`src/rtl/cave_ddr_pkg.sv`:
```
// Shared DDR types for the cave DDR download/upload paths.
// Contents:
//   ddr_addr_t      32-bit DDR byte address
//   ddr_data_t      64-bit DDR beat
//   DDR_BEAT_BYTES  bytes per 64-bit beat
//   upload_state_t  control states of the upload reader
//   beat_lane()     picks one 16-bit lane out of a beat (lane 0 = bits 15:0)
package cave_ddr_pkg;

    typedef logic [31:0] ddr_addr_t;
    typedef logic [63:0] ddr_data_t;

    localparam int DDR_BEAT_BYTES = 8;

    typedef enum logic [1:0] {
        IDLE,
        REQ,
        FILL,
        SERVE
    } upload_state_t;

    function automatic logic [15:0] beat_lane(input ddr_data_t beat, input logic [1:0] lane);
        return beat[{lane, 4'b0000} +: 16];
    endfunction

endpackage

```
`src/rtl/ddr_upload_reader_if.sv`:
```
// Signal bundle between the upload reader and its environment (hps_io on the
// ioctl side, the DDR arbiter on the Avalon side).
//   ioctl_upload/ioctl_rd/ioctl_addr  read requests from hps_io
//   ioctl_din/ioctl_wait              read data and stall back to hps_io
//   ddr_rd/ddr_addr/ddr_burst_count   Avalon burst read request
//   ddr_wait_req/ddr_valid/ddr_dout   arbiter backpressure and read beats
// Modport master is the reader itself (it masters the DDR burst);
// modport slave is the environment that answers it.
interface ddr_upload_reader_if;
    import cave_ddr_pkg::*;

    logic        ioctl_upload;
    logic        ioctl_rd;
    logic [24:0] ioctl_addr;
    logic [15:0] ioctl_din;
    logic        ioctl_wait;

    logic        ddr_rd;
    ddr_addr_t   ddr_addr;
    logic [7:0]  ddr_burst_count;
    logic        ddr_wait_req;
    logic        ddr_valid;
    ddr_data_t   ddr_dout;

    modport master (
        input  ioctl_upload, ioctl_rd, ioctl_addr,
        output ioctl_din, ioctl_wait,
        output ddr_rd, ddr_addr, ddr_burst_count,
        input  ddr_wait_req, ddr_valid, ddr_dout
    );

    modport slave (
        output ioctl_upload, ioctl_rd, ioctl_addr,
        input  ioctl_din, ioctl_wait,
        input  ddr_rd, ddr_addr, ddr_burst_count,
        output ddr_wait_req, ddr_valid, ddr_dout
    );

endinterface

```
`src/rtl/upload_line_buffer.sv`:
```
// One cached DDR line: BURST_LEN x 64-bit registers, written one beat at a
// time, read as a 16-bit word selected by (beat, lane).
// Ports:
//   clk_sys           clock
//   wr_en/wr_beat     store wr_data into the given beat
//   rd_beat/rd_lane   combinational 16-bit read selection
//   rd_data           selected 16-bit word
// No reset: contents are only ever read after a full line fill.
module upload_line_buffer
    import cave_ddr_pkg::*;
#(
    parameter int BURST_LEN = 4,
    parameter int BEAT_W    = 2
) (
    input  logic              clk_sys,
    input  logic              wr_en,
    input  logic [BEAT_W-1:0] wr_beat,
    input  ddr_data_t         wr_data,
    input  logic [BEAT_W-1:0] rd_beat,
    input  logic [1:0]        rd_lane,
    output logic [15:0]       rd_data
);

    ddr_data_t line_q [BURST_LEN];
    ddr_data_t line_d [BURST_LEN];

    always_comb begin
        line_d = line_q;
        if (wr_en) begin
            line_d[wr_beat] = wr_data;
        end
    end

    always_ff @(posedge clk_sys) begin
        line_q <= line_d;
    end

    assign rd_data = beat_lane(line_q[rd_beat], rd_lane);

endmodule

```
`src/rtl/ddr_upload_reader.sv`:
```
// Serves hps_io 16-bit upload reads from a one-line cache filled by DDR
// burst reads through the arbiter.
// Ports:
//   clk_sys   system clock
//   reset_n   asynchronous active-low reset
//   bus       ddr_upload_reader_if.master (ioctl side + Avalon read side)
// A hit returns ioctl_din one cycle after ioctl_rd without stalling; a miss
// raises ioctl_wait, fetches the whole line, then serves the word.
module ddr_upload_reader
    import cave_ddr_pkg::*;
#(
    parameter ddr_addr_t BASE_ADDR = 32'h0000_0000,
    parameter int        BURST_LEN = 4
) (
    input  logic                       clk_sys,
    input  logic                       reset_n,
    ddr_upload_reader_if.master        bus
);

    localparam int LINE_BYTES = BURST_LEN * DDR_BEAT_BYTES;
    localparam int OFF_W      = $clog2(LINE_BYTES);
    localparam int BEAT_SHIFT = $clog2(DDR_BEAT_BYTES);
    localparam int BEAT_W     = (BURST_LEN > 1) ? $clog2(BURST_LEN) : 1;
    localparam int TAG_W      = 25 - OFF_W;
    localparam logic [BEAT_W-1:0] LAST_BEAT = BEAT_W'(BURST_LEN - 1);

    function automatic logic [TAG_W-1:0] tag_of(input logic [24:0] a);
        return TAG_W'(a >> OFF_W);
    endfunction

    function automatic logic [BEAT_W-1:0] beat_of(input logic [24:0] a);
        return BEAT_W'((a >> BEAT_SHIFT) & 25'(BURST_LEN - 1));
    endfunction

    upload_state_t     state_q, state_d;
    logic [24:0]       addr_q, addr_d;
    logic [BEAT_W-1:0] beat_cnt_q, beat_cnt_d;
    logic [TAG_W-1:0]  tag_q, tag_d;
    logic              tag_valid_q, tag_valid_d;
    logic              upload_prev_q;
    logic [15:0]       ioctl_din_q, ioctl_din_d;
    logic              ioctl_wait_q, ioctl_wait_d;
    logic              ddr_rd_q, ddr_rd_d;
    ddr_addr_t         ddr_addr_q, ddr_addr_d;

    logic              upload_rise;
    logic              hit;
    logic              fill_done;
    logic              wr_en;
    logic [BEAT_W-1:0] wr_beat;
    logic [24:0]       rd_sel_addr;
    logic [15:0]       line_rd_data;

    // A new upload session may follow DDR writes, so the cached line is
    // treated as stale from the very cycle the session starts.
    assign upload_rise = bus.ioctl_upload && !upload_prev_q;
    assign hit         = tag_valid_q && !upload_rise && (tag_q == tag_of(bus.ioctl_addr));

    // SERVE reads the word latched at miss time; IDLE answers hits live.
    assign rd_sel_addr = (state_q == SERVE) ? addr_q : bus.ioctl_addr;

    upload_line_buffer #(
        .BURST_LEN (BURST_LEN),
        .BEAT_W    (BEAT_W)
    ) u_line (
        .clk_sys (clk_sys),
        .wr_en   (wr_en),
        .wr_beat (wr_beat),
        .wr_data (bus.ddr_dout),
        .rd_beat (beat_of(rd_sel_addr)),
        .rd_lane (rd_sel_addr[2:1]),
        .rd_data (line_rd_data)
    );

    // Control FSM: request the line on a miss, collect the burst, then hand
    // the word back. Beats arriving outside REQ-accept/FILL are dropped.
    always_comb begin
        state_d      = state_q;
        addr_d       = addr_q;
        beat_cnt_d   = beat_cnt_q;
        tag_d        = tag_q;
        tag_valid_d  = tag_valid_q;
        ioctl_din_d  = ioctl_din_q;
        ioctl_wait_d = ioctl_wait_q;
        ddr_rd_d     = ddr_rd_q;
        ddr_addr_d   = ddr_addr_q;
        wr_en        = 1'b0;
        wr_beat      = '0;
        fill_done    = 1'b0;

        case (state_q)
            IDLE: begin
                if (bus.ioctl_rd && bus.ioctl_upload) begin
                    if (hit) begin
                        ioctl_din_d = line_rd_data;
                    end else begin
                        addr_d       = bus.ioctl_addr;
                        ioctl_wait_d = 1'b1;
                        ddr_rd_d     = 1'b1;
                        ddr_addr_d   = BASE_ADDR + (ddr_addr_t'(tag_of(bus.ioctl_addr)) << OFF_W);
                        state_d      = REQ;
                    end
                end
            end
            REQ: begin
                if (!bus.ddr_wait_req) begin
                    ddr_rd_d   = 1'b0;
                    beat_cnt_d = '0;
                    state_d    = FILL;
                    if (bus.ddr_valid) begin
                        wr_en = 1'b1;
                        if (BURST_LEN == 1) begin
                            fill_done = 1'b1;
                        end else begin
                            beat_cnt_d = BEAT_W'(1);
                        end
                    end
                end
            end
            FILL: begin
                if (bus.ddr_valid) begin
                    wr_en   = 1'b1;
                    wr_beat = beat_cnt_q;
                    if (beat_cnt_q == LAST_BEAT) begin
                        fill_done = 1'b1;
                    end else begin
                        beat_cnt_d = beat_cnt_q + 1'b1;
                    end
                end
            end
            SERVE: begin
                ioctl_din_d  = line_rd_data;
                ioctl_wait_d = 1'b0;
                state_d      = IDLE;
            end
            default: state_d = IDLE;
        endcase

        if (fill_done) begin
            tag_valid_d = 1'b1;
            tag_d       = tag_of(addr_q);
            state_d     = SERVE;
        end

        if (upload_rise) begin
            tag_valid_d = 1'b0;
        end
    end

    always_ff @(posedge clk_sys or negedge reset_n) begin
        if (!reset_n) begin
            state_q       <= IDLE;
            addr_q        <= '0;
            beat_cnt_q    <= '0;
            tag_q         <= '0;
            tag_valid_q   <= 1'b0;
            upload_prev_q <= 1'b0;
            ioctl_din_q   <= '0;
            ioctl_wait_q  <= 1'b0;
            ddr_rd_q      <= 1'b0;
            ddr_addr_q    <= '0;
        end else begin
            state_q       <= state_d;
            addr_q        <= addr_d;
            beat_cnt_q    <= beat_cnt_d;
            tag_q         <= tag_d;
            tag_valid_q   <= tag_valid_d;
            upload_prev_q <= bus.ioctl_upload;
            ioctl_din_q   <= ioctl_din_d;
            ioctl_wait_q  <= ioctl_wait_d;
            ddr_rd_q      <= ddr_rd_d;
            ddr_addr_q    <= ddr_addr_d;
        end
    end

    assign bus.ioctl_din       = ioctl_din_q;
    assign bus.ioctl_wait      = ioctl_wait_q;
    assign bus.ddr_rd          = ddr_rd_q;
    assign bus.ddr_addr        = ddr_addr_q;
    assign bus.ddr_burst_count = 8'(BURST_LEN);

endmodule

```
`src/flat_wrapper.sv`:
```
// flat-port wrapper written by rule: the top's interface ports become plain ports
module ddr_upload_reader_flat import cave_ddr_pkg::*;
#(
    parameter ddr_addr_t BASE_ADDR = 32'h0000_0000,
    parameter int        BURST_LEN = 4
)
  (clk_sys, reset_n, bus_ioctl_upload, bus_ioctl_rd, bus_ioctl_addr, bus_ioctl_din, bus_ioctl_wait, bus_ddr_rd, bus_ddr_addr, bus_ddr_burst_count, bus_ddr_wait_req, bus_ddr_valid, bus_ddr_dout);
  ddr_upload_reader_if bus_i ();
  input  logic clk_sys;
  input  logic reset_n;
  input wire logic [$bits(bus_i.ioctl_upload)-1:0] bus_ioctl_upload;
  input wire logic [$bits(bus_i.ioctl_rd)-1:0] bus_ioctl_rd;
  input wire logic [$bits(bus_i.ioctl_addr)-1:0] bus_ioctl_addr;
  output wire logic [$bits(bus_i.ioctl_din)-1:0] bus_ioctl_din;
  output wire logic [$bits(bus_i.ioctl_wait)-1:0] bus_ioctl_wait;
  output wire logic [$bits(bus_i.ddr_rd)-1:0] bus_ddr_rd;
  output wire logic [$bits(bus_i.ddr_addr)-1:0] bus_ddr_addr;
  output wire logic [$bits(bus_i.ddr_burst_count)-1:0] bus_ddr_burst_count;
  input wire logic [$bits(bus_i.ddr_wait_req)-1:0] bus_ddr_wait_req;
  input wire logic [$bits(bus_i.ddr_valid)-1:0] bus_ddr_valid;
  input wire logic [$bits(bus_i.ddr_dout)-1:0] bus_ddr_dout;
  assign bus_i.ioctl_upload = bus_ioctl_upload;
  assign bus_i.ioctl_rd = bus_ioctl_rd;
  assign bus_i.ioctl_addr = bus_ioctl_addr;
  assign bus_ioctl_din = bus_i.ioctl_din;
  assign bus_ioctl_wait = bus_i.ioctl_wait;
  assign bus_ddr_rd = bus_i.ddr_rd;
  assign bus_ddr_addr = bus_i.ddr_addr;
  assign bus_ddr_burst_count = bus_i.ddr_burst_count;
  assign bus_i.ddr_wait_req = bus_ddr_wait_req;
  assign bus_i.ddr_valid = bus_ddr_valid;
  assign bus_i.ddr_dout = bus_ddr_dout;
  ddr_upload_reader #(.BASE_ADDR(BASE_ADDR), .BURST_LEN(BURST_LEN)) u_core (.clk_sys(clk_sys), .reset_n(reset_n), .bus(bus_i));
endmodule
```
`config.mk`:
```
export PLATFORM = sky130hd
export DESIGN_NAME = ddr_upload_reader_flat
export DESIGN_NICKNAME = d
export VERILOG_FILES = /design/src/rtl/cave_ddr_pkg.sv /design/src/rtl/ddr_upload_reader_if.sv /design/src/rtl/upload_line_buffer.sv /design/src/rtl/ddr_upload_reader.sv /design/src/flat_wrapper.sv
export SDC_FILE = /design/constraint.sdc
export NUM_CORES = 1
export LEC_CHECK = 0
export ABC_AREA = 0
export BUFFER_PORTS_ARGS = -buffer_cell sky130_fd_sc_hd__clkbuf_2
export CAP_MARGIN = 20
export CORE_MARGIN = 2
export CORE_UTILIZATION = 58
export CTS_BUF_LIST = sky130_fd_sc_hd__clkbuf_16
export DETAILED_ROUTE_END_ITERATION = 12
export GPL_TIMING_DRIVEN = 0
export PLACE_DENSITY = 0.78
export SLEW_MARGIN = 15
export SYNTH_ARGS = -nofsm -noshare
export SYNTH_HDL_FRONTEND = slang
export SYNTH_HIERARCHICAL = 1
export SYNTH_SLANG_ARGS = --single-unit
```
`constraint.sdc`:
```
create_clock -name clk_sys -period 8.9 [get_ports clk_sys]
set_input_delay 0 -clock clk_sys [delete_from_list [all_inputs] [get_ports clk_sys]]
set_output_delay 0 -clock clk_sys [all_outputs]
set_load 0.05 [all_outputs]
```
==> metrics.cfg, run 1 <==
[die]
core_area_um2 = 22000
die_w_um = 154
initial_utilization_pct = 59.5
io_pins = 153
dieHeight_um = 154
placementRows = 54
die-area_um2 = 23700

[global_routing]
number_of_antenna_violations_at_the_first_check_in_global_routing = 0
first_global_vias = 7663
grt_first_pass_wirelength_mm = 43.1
grt_start_max_net_pins = 36
overflow = 0
groute.usage.overall_pct = 24.2

[logic_synthesis]
synth-main-ff-cell = edfxtp_1
synthTopCellsByArea = edfxtp_1 59%, dfrtp_1 13%, mux4_2 9.3%, mux2_2 5.6%, buf_4 2.5%
count_of_flip_flops_with_a_built_in_enable_after_synthesis = 256
syn_avg_cell_area_um2 = 19.9
synthDominantCellAreaShare_pct = 58.8
asyncSetResetFlopFracSynth_pct = 21.0
syn_inst = 658
synth_top_cell_by_area = edfxtp_1
part_of_the_yosys_area_used_for_sequential_elements_pct = 71.9
synth_cell_types = 47
synth_seq_cells = 324
synthesis.yosys.warnings = 6
mappedNetlistArea_um2 = 13100

[drt]
post-route-drc-count = 0
initialDrtViolationCount = 489
detailedRoute.firstPassIterationCount = 5
postRouteAntennaNets = 0
routed_wirelength_mm = 28.3
via_per_inst = 5.83
detailroute.via_count = 7314
wl_per_cell_um = 22.6

[run_status]
status = finished clean

[critical_path]
path_delay_family = buffers and inverters
crit_path_top_delay_cell = buf_1
end_kind = flip-flop
required_time_of_the_worst_setup_path_ns = 9.30
cp_data_arrival_time_ns = 3.63
worst_setup_path_start_kind = flip-flop
critical_path.most_common_cell = mux2_2
cp_cell_sequence = ha_1 > clkbuf_1 > mux2_2 > clkbuf_2 > buf_1 > mux4_2 > a22oi_1 > nand2_1 > mux2_2
worstPathMaxFanout = 10
cp_num_buf_inv = 3
criticalPathCategory = reg2reg
crit_path_max_incr_delay_ns = 0.60

[clock_network]
clk_transition_reported_paths_ns = 0.06
cts_htree_levels = 2
cts.repair_timing.setup_buffer_count = 0
cts_repair_resize_count = 0
cts_buffer_depth = 3
clock_sink_count = 324
root_buffer = clkbuf_16
clock_latency_ns = 0.51
tritoncts_clock_tree = built
numCtsBuffers = 34

[run]
drv.max_cap_violation_count = 0

[timing]
finalWorstPathRequiredPeriod_ns = 3.23
report.final.setup_viol = 0
max_slew_margin_pct = 47.5
setup_ws_ns = 5.67
post-route-period-util_pct = 36.3
worst_slew_pin_slew_ns = 0.786
rsz0062_at_grt = no
fin_skew_ns = 0.0306
worst_hold_slack_ns = 0.0655
max_frequency_mhz = 309
finalHoldViolations = 0
timing.final.max_slew_violations = 0

[placement]
port_buffers = 131
pre_cts_ws_ns = 5.68
dpl.hpwl_mm = 17.9
gp_routability_congestion = 0.798

[finish]
final.fill_count = 1245
most_common_cell_after_layout_fill_and_taps_aside = edfxtp_1
diodes = 0
proportion_of_layout_cells_with_a_drive_suffix_above_1_pct = 38.3
area_delta_synth_final_pct = 24.6
multi_input_comb_area_um2 = 3260
finish.net_count = 1050
commonest_non_fill_non_tap_cells_in_the_layout = 256 x edfxtp_1, 131 x clkbuf_2, 95 x dlygate4sd3_1, 68 x dfrtp_1, 65 x mux2_2
register_area_um2 = 9390

[min_path]
worstHoldPathType = in2async

[power]
p_leak_nw = 6.23
power.density_cell_area_nw_per_um2 = 264
peakVddDrop_mv = 0.208

==> worst register-to-register path, cell delays in order (launching register included) <==
cell and delay, ns:
dfrtp_1 0.41, ha_1 0.16, clkbuf_1 0.37, mux2_2 0.24, clkbuf_2 0.30, buf_1 0.60
mux4_2 0.43, a22oi_1 0.28, nand2_1 0.09, mux2_2 0.27
==> power by group <==
part | switching (mW) | internal, mW | total [mW]
combinational | 0.664 | 0.455 | 1.12
sequential | 0.0976 | 1.80 | 1.90
clock | 0.547 | 0.739 | 1.29
total | 1.31 | 2.99 | 4.30
==> synth_stat cells (3+ instances only) <==
cell	count
edfxtp_1	256
dfrtp_1	68
mux2_2	65
mux4_2	54
buf_4	43
a22oi_1	32
nand2_1	22
xnor2_1	17
clkbuf_1	11
mux4_1	10
and3_1	5
buf_2	5
buf_6	5
ha_1	5
nand4_1	5
a21oi_1	4
inv_1	4
nor2b_1	4
nand2b_1	3
nand3_1	3
xor2_1	3
==> logic make-up (layout without fill, tap and decap cells) <==
kind of cell / Yosys count / after routing / synth area share, %
flops: 324 / 324 / 71.9
mux: 129 / 129 / 16.9
buf+inv: 73 / 372 / 3.83
simple gates: 53 / 53 / 2.38
compound gates: 52 / 52 / 3.12
xor+xnor: 20 / 20 / 1.34
fa+ha+maj: 5 / 5 / 0.479
other cells: 2 / 20 / 0.0575
==> stage by stage <==
stage / power [mW] / utilization (%) / cell area, um^2 / cells / setup TNS (ns)
final: 4.30 / 74.2 / 16300 / 1255 / 0
after detailed placement: 2.99 / 65.2 / 14300 / 1099 / 0
after floorplan: 2.71 / - / 13100 / 676 / 0
after global routing: 4.46 / 74.2 / 16300 / 1255 / 0
after global placement: 2.94 / 64.4 / 14100 / 1087 / -42.34
after CTS: 4.30 / 74.2 / 16300 / 1255 / 0
==> final timing paths <==
kind / cells past startpoint / endpoint / slack (ns) / startpoint
setup / recovery: 9 / u_core/bus.ioctl_din[2]$_DFFE_PN0P_ / 5.67 / u_core/state_q[0]$_DFFE_PN0P_
setup reg to reg: 9 / u_core/bus.ioctl_din[2]$_DFFE_PN0P_ / 5.67 / u_core/state_q[0]$_DFFE_PN0P_
max in group asynchronous: 3 / u_core/beat_cnt_q[0]$_DFFE_PN0P_ / 8.23 / reset_n
hold reg to reg: 1 / u_core/bus.ioctl_din[5]$_DFFE_PN0P_ / 0.51 / u_core/bus.ioctl_din[5]$_DFFE_PN0P_
hold / removal: 2 / u_core/bus.ioctl_din[2]$_DFFE_PN0P_ / 0.07 / reset_n
min in group clk_sys: 5 / u_core/bus.ioctl_wait$_DFFE_PN0P_ / 0.09 / bus_ioctl_rd
==> layer usage <==
layer | share of wire, % | track usage, % | vias to the layer above
li1 | - | - | 3190
met1 | 39 | 30.8 | 3712
met2 | 52 | 42.7 | 363
met3 | 6.6 | 4.14 | 49
met4 | 2.6 | 7.83 | 0
met5 | 0 | 0 | -
==> state kept, by name (all words and copies together) (netlist names) <==
register	count
u_core/state_q	2
u_core/addr_q	23
u_core/upload_prev_q	1
u_core/beat_cnt_q	2
u_core/tag_q	20
u_core/tag_valid_q	1
u_core/bus.ddr_rd	1
u_core/bus.ioctl_din	16
u_core/bus.ioctl_wait	1
u_core/u_line/line_q	256
u_core/bus.ddr_addr	1
==> area by class of cell <==
cell class / instances / area share, %
buffer: 69 / 2.98
clock buffer: 35 / 5.38
timing repair buffer: 238 / 10.9
sequential: 324 / 57.7
tap: 280 / 2.15
clock inverter: 26 / 0.830
multi-input combinational: 279 / 20.0
inverter: 4 / 0.0922
==> repair_timing <==
item                                    CTS  global route
endpoints found under the setup margin    0             0
hold buffers                             95             0
endpoints found under the hold margin   353             0
No activity file was read; power rests on OpenSTA's default activity.
==> run 2, diff against run 1 <==
--- a/config.mk
+++ b/config.mk
@@ -9,11 +9,11 @@
 export BUFFER_PORTS_ARGS = -buffer_cell sky130_fd_sc_hd__clkbuf_2
 export CAP_MARGIN = 20
 export CORE_MARGIN = 2
-export CORE_UTILIZATION = 58
+export CORE_UTILIZATION = 52
 export CTS_BUF_LIST = sky130_fd_sc_hd__clkbuf_16
 export DETAILED_ROUTE_END_ITERATION = 12
 export GPL_TIMING_DRIVEN = 0
-export PLACE_DENSITY = 0.78
+export PLACE_DENSITY = 0.74
 export SLEW_MARGIN = 15
 export SYNTH_ARGS = -nofsm -noshare
 export SYNTH_HDL_FRONTEND = slang
==> constraint.sdc (replaced) <==
create_clock -name clk_sys -period 2.9 [get_ports clk_sys]
set_input_delay 0 -clock clk_sys [delete_from_list [all_inputs] [get_ports clk_sys]]
set_output_delay 0 -clock clk_sys [all_outputs]
set_load 0.05 [all_outputs]
==> run 2 against run 1 <==
  * Final cell count is 4.2% higher
  * Wire length decreased by 5.4%
  * Worst setup slack worse by 5.5 ns
  * Largest cell class unchanged
  * Via count down 2.8%
  * Sequential power grew to 3.1 times the previous value
  * Critical path depth is 1 lower
  * Non-clock buffer count fell by 2
  * Clock skew decreased by 0.0045 ns
  * Hold slack got worse by 0.017 ns
  * Clock power rose to 3.2 times the previous value
  * Die area rose by 11%
  * Utilization down 7.6 points
==> metrics.cfg, run 2 (same netlist as run 1, synthesis figures left out) <==
[finish]
largest_registers = u_core/u_line/line_q x256, u_core/addr_q x23, u_core/tag_q x20
max_ffs_per_register = 256
finalInstanceArea_um2 = 16600
proportion_of_layout_cells_with_a_drive_suffix_above_1_pct = 40.2
most_common_cell_after_layout_fill_and_taps_aside = edfxtp_1
utilization_pct = 66.6
finalNonFillerCells = 1308
area_delta_synth_final_pct = 26.9
finish.net_count = 1049
final.fill_count = 1611
commonest_non_fill_non_tap_cells_in_the_layout = 256 x edfxtp_1, 134 x clkbuf_2, 95 x dlygate4sd3_1, 68 x dfrtp_1, 65 x mux2_2
largest_register = u_core/u_line/line_q

[power]
p_leak_nw = 6.31
sequentialPowerShare_pct = 43.3
peakVddDrop_mv = 0.618
comb_power_share_pct = 25.6
internal_power_mw = 9.41
power.density_cell_area_nw_per_um2 = 812
switching_share_pct = 30.1
power.net_switching_mw = 4.05
power_frac_clock_pct = 31.1

[timing]
report.final.setup_viol = 0
post-route-period-util_pct = 94.9
timing.final.max_slew_violations = 0
finalWorstPathRequiredPeriod_ns = 2.75
finalHoldViolations = 0
fin_skew_ns = 0.0261
max_slew_margin_pct = 43.9
worst_hold_slack_ns = 0.0484
worst_slew_pin_slew_ns = 0.839
rsz0062_at_grt = no
max_frequency_mhz = 363

[drt]
detailedRoute.firstPassIterationCount = 5
via_per_inst = 5.44
detailroute.wirelength.met3_mm = 1.62
initialDrtViolationCount = 464
met2_length_mm = 13.6
postRouteAntennaNets = 0
wl_per_cell_um = 20.5
routed_wirelength_mm = 26.8
maxUsedRoutingLayer = met4
wl_met1_mm = 11.1
detailroute.via_count = 7109
post-route-drc-count = 0

[clock_network]
cts.repair_timing.setup_buffer_count = 0
clk_transition_reported_paths_ns = 0.06
numCtsBuffers = 35
root_buffer = clkbuf_16
clock_latency_ns = 0.52
clock_sink_count = 324
cts_htree_levels = 2
tritoncts_clock_tree = built
cts_buffer_depth = 3

[placement]
port_buffers = 131
gp_routability_congestion = 0.760
dpl_cell_area_um2 = 14500
dpl.hpwl_mm = 16.8
number_of_placed_instances_taps_included = 1148

[critical_path]
cp_num_buf_inv = 2
end_kind = flip-flop
criticalPathCategory = reg2reg
cp_cell_sequence = ha_4 > mux2_2 > clkbuf_2 > buf_2 > mux4_2 > a22oi_1 > nand2_1 > mux2_2
critical_path.startpoint = u_core/state_q[0]$_DFFE_PN0P_
crit_path_max_incr_delay_ns = 0.52
r2r_slack_ns = 0.15
worstPathMaxFanout = 10
regToRegStartpoint = u_core/state_q[0]$_DFFE_PN0P_
worst_setup_path_start_kind = flip-flop
crit_path_top_delay_cell = dfrtp_1
required_time_of_the_worst_setup_path_ns = 3.28
path_delay_family = multiplexers
cp_data_arrival_time_ns = 3.14
critical_path.most_common_cell = mux2_2

[die]
core_area_um2 = 24900
die_w_um = 163
io_pins = 153
initial_utilization_pct = 52.5
dieHeight_um = 163
placementRows = 58
die-area_um2 = 26400

[run]
drv.max_cap_violation_count = 0

[min_path]
worstHoldPathType = in2async

[global_routing]
grt_first_pass_wirelength_mm = 41.1
first_global_vias = 7358
groute.usage.overall_pct = 20.6
grt_start_max_net_pins = 56
number_of_antenna_violations_at_the_first_check_in_global_routing = 2
overflow = 0

[run_status]
status = finished clean

-- run 2: changes by cell type in the layout (fill, tap and decap cells not counted), sizes merged --
cell | previous run | this run
buf | 67 | 66
diode | 0 | 2
bufinv | 1 | 2
clkinv | 16 | 15
inv | 13 | 15
-- run 2: cell type report --
type / instances / area (um^2) / area share (%)
Antenna cell: 2 / 5.00 / 0.0302
Buffer: 68 / 487 / 2.94
Clock buffer: 36 / 901 / 5.43
Clock inverter: 28 / 201 / 1.22
Inverter: 4 / 15.0 / 0.0906
Multi-Input combinational cell: 279 / 3330 / 20.1
Sequential cell: 324 / 9390 / 56.6
Tap cell: 330 / 413 / 2.49
Timing Repair Buffer: 237 / 1840 / 11.1
-- run 2: stage by stage --
step	power (mW)	setup TNS, ns	setup WS, ns
5_1_grt	14.0	0	0.0101
6_report	13.5	0	0.147
3_3_place_gp	9.10	-125.08	-1.44
2_1_floorplan	8.36	-10.90	-0.170
4_1_cts	13.5	0	0.0424
3_5_place_dp	9.21	-4.68	-0.418
-- run 2: path summary, 6_finish.rpt --
path	cells after the start	endpoint
max	8	u_core/bus.ioctl_din[3]$_DFFE_PN0P_
min in group clk_sys	5	u_core/bus.ioctl_wait$_DFFE_PN0P_
max reg2reg	8	u_core/bus.ioctl_din[3]$_DFFE_PN0P_
min reg2reg	1	u_core/tag_valid_q$_DFFE_PN0P_
max in group asynchronous	3	u_core/bus.ioctl_din[2]$_DFFE_PN0P_
min	3	u_core/tag_q[8]$_DFFE_PN0P_
-- run 2: worst register-to-register path, delay by kind of cell (launching register included) --
family / cells / cell delay [ns]
compound gates: 1 / 0.30
fa+ha+maj: 1 / 0.26
buf+inv: 2 / 0.53
flops: 1 / 0.52
mux: 3 / 0.94
simple gates: 1 / 0.08
-- run 2: repair_timing --
item | CTS | global route
hold buffers | 95 | 0
hold endpoints to repair | 353 | 0
resized for setup | 6 | 2
setup endpoints to repair | 16 | 9
-- run 2: routing by layer --
| layer | GRT usage, % | vias to the layer above |
|---|---|---|
| met5 | 0 | - |
| met4 | 5.55 | 0 |
| met3 | 3.67 | 43 |
| met2 | 35.3 | 262 |
| met1 | 27.7 | 3610 |
| li1 | - | 3194 |
-- run 2: power by group through the flow --
stage	sequential, mW	combinational (mW)	clock, mW
after floorplan	6.16	2.20	0
after global placement	5.90	3.20	0
after detailed placement	5.90	3.31	0
after CTS	5.82	3.46	4.27
after global routing	5.88	3.67	4.46
final	5.83	3.45	4.19
==> run 3, diff against run 2 <==
--- a/config.mk
+++ b/config.mk
@@ -10,7 +10,6 @@
 export CAP_MARGIN = 20
 export CORE_MARGIN = 2
 export CORE_UTILIZATION = 52
-export CTS_BUF_LIST = sky130_fd_sc_hd__clkbuf_16
 export DETAILED_ROUTE_END_ITERATION = 12
 export GPL_TIMING_DRIVEN = 0
 export PLACE_DENSITY = 0.74
==> run 3 against run 2 <==
  * Utilization grew 0.13 points
  * Non-clock buffer count unchanged
  * Largest cell class unchanged
  * First-iteration DRC count increased by 3.2%
==> metrics.cfg, run 3 (same netlist as run 1, synthesis figures left out) <==
[run_status]
status = finished clean

[die]
core_area_um2 = 24900
die-area_um2 = 26400
placementRows = 58
dieHeight_um = 163
initial_utilization_pct = 52.5
io_pins = 153
die_w_um = 163

[critical_path]
capture_instance_of_the_worst_register_to_register_path = u_core/bus.ioctl_din[3]$_DFFE_PN0P_
end_kind = flip-flop
criticalPathCategory = reg2reg
regToRegStartpoint = u_core/state_q[0]$_DFFE_PN0P_
reg2regPathDepth = 8
critical_path.startpoint = u_core/state_q[0]$_DFFE_PN0P_
worst_setup_path_start_kind = flip-flop
required_time_of_the_worst_setup_path_ns = 3.28
cp_data_arrival_time_ns = 3.15
r2r_slack_ns = 0.13
worstPathMaxFanout = 10
cp-endpoint = u_core/bus.ioctl_din[3]$_DFFE_PN0P_

[drt]
detailroute.via_count = 7115
routed_wirelength_mm = 26.8
wl_per_cell_um = 20.5
postRouteAntennaNets = 0
via_per_inst = 5.44
initialDrtViolationCount = 479
detailedRoute.firstPassIterationCount = 4
post-route-drc-count = 0

[finish]
utilization_pct = 66.7
finish.net_count = 1049
finalNonFillerCells = 1308
area_delta_synth_final_pct = 27.1
most_common_cell_after_layout_fill_and_taps_aside = edfxtp_1
proportion_of_layout_cells_with_a_drive_suffix_above_1_pct = 40.6
largest_registers = u_core/u_line/line_q x256, u_core/addr_q x23, u_core/tag_q x20
largest_register = u_core/u_line/line_q
commonest_non_fill_non_tap_cells_in_the_layout = 256 x edfxtp_1, 135 x clkbuf_2, 95 x dlygate4sd3_1, 68 x dfrtp_1, 65 x mux2_2
max_ffs_per_register = 256

[clock_network]
root_buffer = clkbuf_16
tritoncts_clock_tree = built
clk_transition_reported_paths_ns = 0.06
numCtsBuffers = 35
cts_htree_levels = 2
clock_sink_count = 324
cts.repair_timing.setup_buffer_count = 0
clock_latency_ns = 0.51
cts_buffer_depth = 3

[min_path]
worstHoldPathType = in2async

[power]
p_leak_nw = 6.29
peakVddDrop_mv = 0.617
power.total_mw = 13.6
power.density_cell_area_nw_per_um2 = 818

[timing]
max_slew_margin_pct = 44.0
rsz0062_at_grt = no
post-route-period-util_pct = 95.5
timing.final.max_slew_violations = 0
max_frequency_mhz = 361
fin_skew_ns = 0.0231
worst_slew_pin_slew_ns = 0.837
report.final.setup_viol = 0
finalWorstPathRequiredPeriod_ns = 2.77
finalHoldViolations = 0

[global_routing]
grt_first_pass_wirelength_mm = 41.2
number_of_antenna_violations_at_the_first_check_in_global_routing = 2
overflow = 0
grt_start_max_net_pins = 56
first_global_vias = 7344
groute.usage.overall_pct = 20.7

[run]
drv.max_cap_violation_count = 0

[placement]
port_buffers = 131
gp_routability_congestion = 0.760
dpl.hpwl_mm = 16.8
number_of_placed_instances_taps_included = 1148

[run 3: changes by cell type in the layout (fill, tap and decap cells not counted), sizes merged]
cell    before  now
inv         15    6
clkbuf     180  192
clkinv      15   12
[run 3: metrics by stage]
step | cell area (um^2) | setup slack [ns] | hold WS [ns] | TNS (ns)
finish | 16600 | 0.129 | 0.0515 | 0
detailed placement | 14500 | -0.418 | -0.0639 | -4.68
global route | 16600 | 0.00634 | 0.0646 | 0
global placement | 14300 | -1.44 | 0.204 | -125.08
floorplan | 13200 | -0.170 | -0.296 | -10.90
CTS | 16600 | 0.0714 | 0.00808 | 0
[run 3: worst min path at each step]
stage	endpoint	slack, ns	start	depth (start not counted)
after floorplan	u_core/addr_q[10]$_DFFE_PN0P_	-0.30	reset_n	0
after global placement	u_core/upload_prev_q$_DFF_PN0_	0.20	bus_ioctl_upload	1
after detailed placement	u_core/addr_q[13]$_DFFE_PN0P_	-0.06	reset_n	1
after CTS	u_core/bus.ioctl_wait$_DFFE_PN0P_	0.008	bus_ioctl_rd	5
after global routing	u_core/tag_q[8]$_DFFE_PN0P_	0.06	reset_n	3
final	u_core/tag_q[8]$_DFFE_PN0P_	0.05	reset_n	3
[run 3: critical path, cell delays in order, from the launching register on]
cell	delay, ns
dfrtp_1	0.52
ha_4	0.26
mux2_2	0.34
clkbuf_2	0.23
buf_2	0.29
mux4_2	0.34
a22oi_1	0.30
nand2_1	0.08
mux2_2	0.27
[run 3: timing repair]
action / CTS / global route
hold endpoints to repair: 353 / 0
endpoints found under the setup margin: 16 / 9
resized for setup: 7 / 2
hold buffers: 95 / 0
pin swaps: 0 / 0
[run 3: metal layers]
metal | up-vias | track usage [%] | share of wire, %
met2 | 258 | 35.0 | 50
met1 | 3619 | 28.0 | 42
met5 | - | 0 | 0
met4 | 0 | 5.55 | 1.9
li1 | 3191 | - | -
met3 | 47 | 3.69 | 5.8
[run 3: layout make-up]
class	count	area, um^2
buffer	68	488
clock buffer	48	976
antenna	2	5.00
fill	1611	8280
timing repair buffer	237	1840
tap	330	413
inverter	4	15.0
sequential	324	9390
clock inverter	16	156
multi-input combinational	279	3330
[run 3: power by group]
part           internal, mW  leakage [nW]  switching [mW]
logic                  1.45          2.57            2.00
registers              5.52          3.17           0.308
clock network          2.56         0.557            1.74
